<file path="config.mk">
export PLATFORM = sky130hd
export DESIGN_NAME = alu_issue
export DESIGN_NICKNAME = d
export VERILOG_FILES = /design/src/rtl/alu_issue.sv
export SDC_FILE = /design/constraint.sdc
export NUM_CORES = 1
export LEC_CHECK = 0
export ABC_AREA = 1
export CORE_AREA = 8 8 195 197
export CTS_CLUSTER_SIZE = 8
export DETAILED_ROUTE_END_ITERATION = 10
export DIE_AREA = 0 0 203 205
export DONT_BUFFER_PORTS = 1
export GPL_TIMING_DRIVEN = 0
export PLACE_DENSITY_LB_ADDON = 0.08
export SLEW_MARGIN = 20
export SYNTH_ARGS = -nofsm -noshare
export SYNTH_HDL_FRONTEND = slang
export SYNTH_SLANG_ARGS = --single-unit
</file>
<file path="constraint.sdc">
create_clock -name clk_in -period 2.1 [get_ports clk_in]
set_clock_uncertainty 0.2 [all_clocks]
set_input_delay 0.21 -clock clk_in [delete_from_list [all_inputs] [get_ports clk_in]]
set_output_delay 0.21 -clock clk_in [all_outputs]
set_load 0.01 [all_outputs]
</file>
<file path="src/rtl/alu_issue.sv">
// alu_issue: RV64I decode/issue stage producing the ALU control bundle.
//
// Decodes a 32-bit instruction from fetch, reads the register file through
// combinational address/data ports, and presents one registered bundle per
// instruction to execute over a valid/ready handshake. flush_in kills the
// held bundle and drops any input offered in the same cycle.
//
// Optional feature macro: ALU_ISSUE_RV64W_EN
//   defined     -> OP-32 / OP-IMM-32 decoded, word_out port present.
//   not defined -> those opcodes decode as illegal, no word_out port.
//
// Ports:
//   clk_in, rst_n_in            clock, synchronous active-low reset
//   in_valid_in / in_ready_out  fetch-side handshake
//   instr_in, pc_in             instruction word and its PC
//   flush_in                    kill held bundle and this cycle's input
//   rs1/rs2_addr_out            regfile read addresses (combinational)
//   rs1/rs2_data_in             regfile read data (same cycle)
//   out_valid_out / out_ready_in execute-side handshake
//   op_out, sub_sra_out, src1_out, src2_out, kind_out, funct3_out, rd_out,
//   pc_out, imm_out, rs1_value_out, rs2_value_out, illegal_out
//                               registered control bundle and payload
module alu_issue #(
  parameter int XLEN   = 64,
  parameter int REG_AW = 5
) (
  input  logic              clk_in,
  input  logic              rst_n_in,
  input  logic              in_valid_in,
  output logic              in_ready_out,
  input  logic [31:0]       instr_in,
  input  logic [XLEN-1:0]   pc_in,
  input  logic              flush_in,
  output logic [REG_AW-1:0] rs1_addr_out,
  output logic [REG_AW-1:0] rs2_addr_out,
  input  logic [XLEN-1:0]   rs1_data_in,
  input  logic [XLEN-1:0]   rs2_data_in,
  output logic              out_valid_out,
  input  logic              out_ready_in,
  output logic [2:0]        op_out,
  output logic              sub_sra_out,
  output logic [1:0]        src1_out,
  output logic [1:0]        src2_out,
  output logic [2:0]        kind_out,
  output logic [2:0]        funct3_out,
  output logic [REG_AW-1:0] rd_out,
  output logic [XLEN-1:0]   pc_out,
  output logic [XLEN-1:0]   imm_out,
  output logic [XLEN-1:0]   rs1_value_out,
  output logic [XLEN-1:0]   rs2_value_out,
`ifdef ALU_ISSUE_RV64W_EN
  output logic              word_out,
`endif
  output logic              illegal_out
);

  localparam logic [2:0] OP_ADD = 3'd0, OP_XOR = 3'd1, OP_OR  = 3'd2, OP_AND  = 3'd3;
  localparam logic [2:0] OP_SLL = 3'd4, OP_SRL = 3'd5, OP_SLT = 3'd6, OP_SLTU = 3'd7;
  localparam logic [1:0] SRC1_REG = 2'd0, SRC1_PC = 2'd1, SRC1_ZERO = 2'd2;
  localparam logic [1:0] SRC2_REG = 2'd0, SRC2_IMM = 2'd1, SRC2_FOUR = 2'd2;
  localparam logic [2:0] KIND_ALU = 3'd0, KIND_UPPER = 3'd1, KIND_JUMP = 3'd2;
  localparam logic [2:0] KIND_BRANCH = 3'd3, KIND_LOAD = 3'd4, KIND_STORE = 3'd5;

  function automatic logic [2:0] alu_op(input logic [2:0] f3);
    case (f3)
      3'b000:  alu_op = OP_ADD;
      3'b001:  alu_op = OP_SLL;
      3'b010:  alu_op = OP_SLT;
      3'b011:  alu_op = OP_SLTU;
      3'b100:  alu_op = OP_XOR;
      3'b101:  alu_op = OP_SRL;
      3'b110:  alu_op = OP_OR;
      default: alu_op = OP_AND;
    endcase
  endfunction

  logic [6:0] opcode, funct7;
  logic [2:0] funct3;
  logic signed [XLEN-1:0] imm_i, imm_s, imm_b, imm_u, imm_j;

  assign opcode = instr_in[6:0];
  assign funct3 = instr_in[14:12];
  assign funct7 = instr_in[31:25];

  assign imm_i = {{(XLEN-12){instr_in[31]}}, instr_in[31:20]};
  assign imm_s = {{(XLEN-12){instr_in[31]}}, instr_in[31:25], instr_in[11:7]};
  assign imm_b = {{(XLEN-12){instr_in[31]}}, instr_in[7], instr_in[30:25], instr_in[11:8], 1'b0};
  assign imm_u = {{(XLEN-32){instr_in[31]}}, instr_in[31:12], 12'b0};
  assign imm_j = {{(XLEN-20){instr_in[31]}}, instr_in[19:12], instr_in[20], instr_in[30:21], 1'b0};

  assign rs1_addr_out = REG_AW'(instr_in[19:15]);
  assign rs2_addr_out = REG_AW'(instr_in[24:20]);

  logic [2:0]        dec_op, dec_kind;
  logic              dec_sub, dec_illegal;
  logic [1:0]        dec_src1, dec_src2;
  logic [REG_AW-1:0] dec_rd;
  logic signed [XLEN-1:0] dec_imm;
`ifdef ALU_ISSUE_RV64W_EN
  logic              dec_word;
`endif

  always_comb begin
    dec_op      = OP_ADD;
    dec_sub     = 1'b0;
    dec_src1    = SRC1_REG;
    dec_src2    = SRC2_IMM;
    dec_kind    = KIND_ALU;
    dec_imm     = imm_i;
    dec_rd      = REG_AW'(instr_in[11:7]);
    dec_illegal = 1'b0;
`ifdef ALU_ISSUE_RV64W_EN
    dec_word    = 1'b0;
`endif
    case (opcode)
      7'b0010011: begin // OP-IMM; RV64 shamt is 6 bits, so only instr[31:26] is funct
        dec_op = alu_op(funct3);
        if (funct3 == 3'b001) begin
          dec_illegal = (instr_in[31:26] != 6'b000000);
        end else if (funct3 == 3'b101) begin
          dec_illegal = (instr_in[31:26] != 6'b000000) && (instr_in[31:26] != 6'b010000);
          dec_sub     = instr_in[30];
        end
      end
      7'b0110011: begin // OP
        dec_op   = alu_op(funct3);
        dec_src2 = SRC2_REG;
        dec_imm  = '0;
        if (funct7 == 7'b0100000) begin
          dec_illegal = !(funct3 == 3'b000 || funct3 == 3'b101);
          dec_sub     = 1'b1;
        end else begin
          dec_illegal = (funct7 != 7'b0000000);
        end
      end
      7'b0110111: begin // LUI
        dec_src1 = SRC1_ZERO;
        dec_kind = KIND_UPPER;
        dec_imm  = imm_u;
      end
      7'b0010111: begin // AUIPC
        dec_src1 = SRC1_PC;
        dec_kind = KIND_UPPER;
        dec_imm  = imm_u;
      end
      7'b1101111: begin // JAL: ALU computes the link value PC+4
        dec_src1 = SRC1_PC;
        dec_src2 = SRC2_FOUR;
        dec_kind = KIND_JUMP;
        dec_imm  = imm_j;
      end
      7'b1100111: begin // JALR
        dec_src1    = SRC1_PC;
        dec_src2    = SRC2_FOUR;
        dec_kind    = KIND_JUMP;
        dec_illegal = (funct3 != 3'b000);
      end
      7'b1100011: begin // BRANCH
        dec_src2 = SRC2_REG;
        dec_kind = KIND_BRANCH;
        dec_imm  = imm_b;
        dec_rd   = '0;
        case (funct3[2:1])
          2'b00:   dec_sub = 1'b1;
          2'b10:   dec_op  = OP_SLT;
          2'b11:   dec_op  = OP_SLTU;
          default: dec_illegal = 1'b1;
        endcase
      end
      7'b0000011: begin // LOAD (LB..LWU, no 111)
        dec_kind    = KIND_LOAD;
        dec_illegal = (funct3 == 3'b111);
      end
      7'b0100011: begin // STORE (SB..SD)
        dec_kind    = KIND_STORE;
        dec_imm     = imm_s;
        dec_rd      = '0;
        dec_illegal = funct3[2];
      end
`ifdef ALU_ISSUE_RV64W_EN
      7'b0111011: begin // OP-32
        dec_op   = alu_op(funct3);
        dec_src2 = SRC2_REG;
        dec_imm  = '0;
        dec_word = 1'b1;
        dec_sub  = instr_in[30];
        if (funct7 == 7'b0000000)
          dec_illegal = !(funct3 == 3'b000 || funct3 == 3'b001 || funct3 == 3'b101);
        else if (funct7 == 7'b0100000)
          dec_illegal = !(funct3 == 3'b000 || funct3 == 3'b101);
        else
          dec_illegal = 1'b1;
      end
      7'b0011011: begin // OP-IMM-32; shamt is 5 bits so instr[25] must be 0
        dec_op   = alu_op(funct3);
        dec_word = 1'b1;
        case (funct3)
          3'b000:  dec_illegal = 1'b0;
          3'b001:  dec_illegal = (funct7 != 7'b0000000);
          3'b101: begin
            dec_illegal = (funct7 != 7'b0000000) && (funct7 != 7'b0100000);
            dec_sub     = instr_in[30];
          end
          default: dec_illegal = 1'b1;
        endcase
      end
`endif
      default: dec_illegal = 1'b1;
    endcase
    // Illegal instructions issue as a harmless ZERO+0 ADD with no destination.
    if (dec_illegal) begin
      dec_op   = OP_ADD;
      dec_sub  = 1'b0;
      dec_src1 = SRC1_ZERO;
      dec_src2 = SRC2_IMM;
      dec_kind = KIND_ALU;
      dec_imm  = '0;
      dec_rd   = '0;
`ifdef ALU_ISSUE_RV64W_EN
      dec_word = 1'b0;
`endif
    end
  end

  logic accept;
  assign in_ready_out = !flush_in && (!out_valid_out || out_ready_in);
  assign accept       = in_valid_in && in_ready_out;

  // ---- stage p1: registered issue bundle ----
  logic              vld_p1, sub_p1, illegal_p1;
  logic [2:0]        op_p1, kind_p1, funct3_p1;
  logic [1:0]        src1_p1, src2_p1;
  logic [REG_AW-1:0] rd_p1;
  logic [XLEN-1:0]   pc_p1, rs1_p1, rs2_p1;
  logic signed [XLEN-1:0] imm_p1;
`ifdef ALU_ISSUE_RV64W_EN
  logic              word_p1;
`endif

  always_ff @(posedge clk_in) begin
    if (!rst_n_in) begin
      vld_p1     <= 1'b0;
      sub_p1     <= 1'b0;
      illegal_p1 <= 1'b0;
      op_p1      <= '0;
      kind_p1    <= '0;
      funct3_p1  <= '0;
      src1_p1    <= '0;
      src2_p1    <= '0;
      rd_p1      <= '0;
      pc_p1      <= '0;
      rs1_p1     <= '0;
      rs2_p1     <= '0;
      imm_p1     <= '0;
`ifdef ALU_ISSUE_RV64W_EN
      word_p1    <= 1'b0;
`endif
    end else if (flush_in) begin
      vld_p1 <= 1'b0;
    end else if (accept) begin
      vld_p1     <= 1'b1;
      sub_p1     <= dec_sub;
      illegal_p1 <= dec_illegal;
      op_p1      <= dec_op;
      kind_p1    <= dec_kind;
      funct3_p1  <= funct3;
      src1_p1    <= dec_src1;
      src2_p1    <= dec_src2;
      rd_p1      <= dec_rd;
      pc_p1      <= pc_in;
      rs1_p1     <= rs1_data_in;
      rs2_p1     <= rs2_data_in;
      imm_p1     <= dec_imm;
`ifdef ALU_ISSUE_RV64W_EN
      word_p1    <= dec_word;
`endif
    end else if (out_ready_in) begin
      vld_p1 <= 1'b0;
    end
  end

  assign out_valid_out = vld_p1;
  assign op_out        = op_p1;
  assign sub_sra_out   = sub_p1;
  assign src1_out      = src1_p1;
  assign src2_out      = src2_p1;
  assign kind_out      = kind_p1;
  assign funct3_out    = funct3_p1;
  assign rd_out        = rd_p1;
  assign pc_out        = pc_p1;
  assign imm_out       = imm_p1;
  assign rs1_value_out = rs1_p1;
  assign rs2_value_out = rs2_p1;
  assign illegal_out   = illegal_p1;
`ifdef ALU_ISSUE_RV64W_EN
  assign word_out      = word_p1;
`endif

endmodule

</file>
==> qor.csv <==
metric,value,unit
outcome,completed,
pin count of the biggest net entering global routing,35,
Die Wd,203,um
post-CTS setup repair buffer count,0,
drt initial violations,357,
Power Density,822,nW/um2
endpoints failing setup,0,
hold_ws,0.0180,ns
"CP delay by family, top",buffers and inverters,
cts bufs inserted,36,
Synth area leaders,"dfxtp_1 (50%), nand2_1 (20%), a21oi_1 (12%)",
CTS Root Buffer Type,clkbuf_16,
"Req. time, crit path",2.35,ns
R2R Setup Slk,0.16,ns
Routability Congestion,0.835,
H-tree depth,2,
clock buffer depth,3,
post-synth cell types,27,
# clock sinks,245,
critical path data arrival time,2.19,ns
Hold Crit Endpoint,imm_out[30],
number of inserted diodes,0,
"Clk pin slew, worst setup/hold paths",0.05,ns
Crit Path Max Fanout,5,
"Cell Count, Final, Fillers Out",2090,
die area,41600,um2
total gr overflow,0,
"slowest stage delay, CP",0.59,ns
Ys Warns,0,
Synth area leader,dfxtp_1,
Fillers,3597,
Tmin final,1.95,ns
period utilization,0.926,
Worst slew margin,0.487,
vias in the first global route,10018,
first-pass detailed-route iteration total,5,
IO Port Bufs,0,
core footprint,35000,um2
Syn Nets,1584,
setup_tns,0,ns
first-pass GRT wire length,62.0,mm
Avg Inst Size Synth,7.28,um2
layout cells sized above 1,0.113,
initial antenna violation count,0,
Worst Path Buf+Inv,3,
critical path's slowest cell,dlygate4sd3_1,
Tot Pwr,11400,uW
CTS tree,yes,
crit-path cells,"inv_2, nor2_2, dlygate4sd3_1, nand3_1, dlygate4sd3_1, o21ai_0, nand3_2, a21oi_2",
Hold Path Class,in -> reg,
drt total wl,41.7,mm
Multi-input gate area,4090,um2
Pleak,0.00551,uW
Mapped Cells,1355,
Routed Antenna Nets,0,
Std-Cell Rows,69,
Max VDD drop,0.680,mV
Post-DP HPWL,32.0,mm
max_cap viols,0,
placed cells,1816,
DR WL/cell,20.0,um
Max Slew Vio Count,0,
Starting Density,0.282,
via/cell ratio,4.63,
RSZ-0062 raised after global routing,false,
Worst-Skew Late Latency,0.52,ns
min-delay src,instr_in[30],
worst-margin pin slew,0.769,ns
max frequency,514,MHz
Fin. Hold Viols,0,
Critical Path Sink Type,flop,
hold path depth,6,
register bit total from synthesis,245,
GRT Resource Usage Total,0.190,
num ports,517,
post-synthesis sequential area ratio,0.497,
"most used cell, CP",dlygate4sd3_1,
via count,9686,
WS Path Type,in -> reg,
R2R depth,7,
Synth top area share,0.497,
Worst setup SP type,primary input,
Crit Reg-Reg Endpoint,rs1_value_out[4],
Sequential Area,4910,um2
final net count,1855,
die span in y,205,um
synthesized area,9870,um2
"Area growth, synth to finish",40.3,%
DR DRC count,0,
FF-to-FF Start,out_valid_out,
## synth_stat cells, drive strengths merged
master and count:
inv 37, o22ai 1, o21ai 10, a21oi 250, clkinv 2, clkbuf 64
nor2 69, nand2 539, buf 70, dfxtp 245, o211ai 1, nor3 3
nand3 59, nand4 3, o21bai 2
## layer usage
layer | vias up | GRT usage | part of all wire
li1 | 4822 | - | -
met1 | 4425 | 0.209 | 0.38
met2 | 380 | 0.330 | 0.49
met3 | 59 | 0.0775 | 0.10
met4 | 0 | 0.0588 | 0.023
met5 | - | 0 | 0
## per-stage QoR
stage	util	worst slack (ns)	cell area, um2
2_1_floorplan	-	0.288	9870
3_3_place_gp	0.299	-0.732	10400
3_5_place_dp	0.299	-0.730	10400
4_1_cts	0.394	0.00207	13800
5_1_grt	0.396	0.0148	13800
6_report	0.396	0.155	13800
## report_power, final
group | switching [uW] | internal (uW)
sequential | 258 | 4850
combinational | 593 | 519
clock | 2080 | 3080
## layout by cell type (no fill, tap or decap), types with 2 or more instances in the layout
| cell type | n |
|---|---|
| nand3_1 | 49 |
| a21oi_1 | 239 |
| nor2_2 | 2 |
| nand2_1 | 534 |
| inv_1 | 32 |
| dlygate4sd3_1 | 233 |
| clkbuf_1 | 30 |
| o21ai_0 | 10 |
| nor3_1 | 3 |
| clkbuf_4 | 7 |
| clkbuf_16 | 36 |
| buf_6 | 4 |
| nor2_4 | 5 |
| a21oi_2 | 11 |
| inv_6 | 2 |
| clkbuf_2 | 28 |
| nand4_1 | 3 |
| nand3_2 | 10 |
| nor2_1 | 62 |
| o21bai_1 | 2 |
| buf_2 | 17 |
| buf_4 | 46 |
| inv_2 | 5 |
| nand2_2 | 4 |
| dfxtp_1 | 244 |
## cell type report
cell class,instances,area share
Sequential cell,245,0.354
Timing Repair Buffer,233,0.169
Clock buffer,38,0.0664
Inverter,39,0.0109
Buffer,134,0.0589
Multi-Input combinational cell,937,0.296
Tap cell,461,0.0417
Clock inverter,3,0.00344
## worst reg2reg max path, cell delays in order (launching register included)
cell and delay (ns):
dfxtp_1 0.36, a21oi_2 0.25, nand2_2 0.18, inv_2 0.14, buf_6 0.21, buf_2 0.26
nand2_1 0.13, a21oi_1 0.15
## cell families (layout without fill, tap and decap cells)
logic type	count (synthesis)	in the layout	share of synthesized area
buffers and inverters	173	447	0.0899
AO/OA/AOI/OAI	264	264	0.139
flip-flops	245	245	0.497
AND/OR/NAND/NOR	673	673	0.275
## how the worst max path moves through the flow
stage | from | endpoint | cells past startpoint
after floorplan | out_valid_out | imm_out[0] | 7
after global placement | out_valid_out | rs1_value_out[4] | 7
after detailed placement | out_valid_out | rs1_value_out[4] | 7
after CTS | out_valid_out | pc_out[19] | 7
after global routing | out_valid_out | rs1_value_out[61] | 6
final | instr_in[4] | op_out[1] | 8
## repair_timing
item                                    CTS  global route
endpoints found under the hold margin   243             0
hold buffers                            233             0
endpoints found under the setup margin  276           191
pin swaps                                 0             0
gates resized for setup                  21            61
## flip-flops by register name, summed over array words and instances (netlist names)
register / cells
imm_out: 32
src2_out: 2
pc_out: 64
rd_out: 5
src1_out: 2
rs1_value_out: 64
funct3_out: 3
illegal_out: 1
op_out: 3
sub_sra_out: 1
out_valid_out: 1
kind_out: 3
rs2_value_out: 64
No activity file was read; power rests on OpenSTA's default activity.
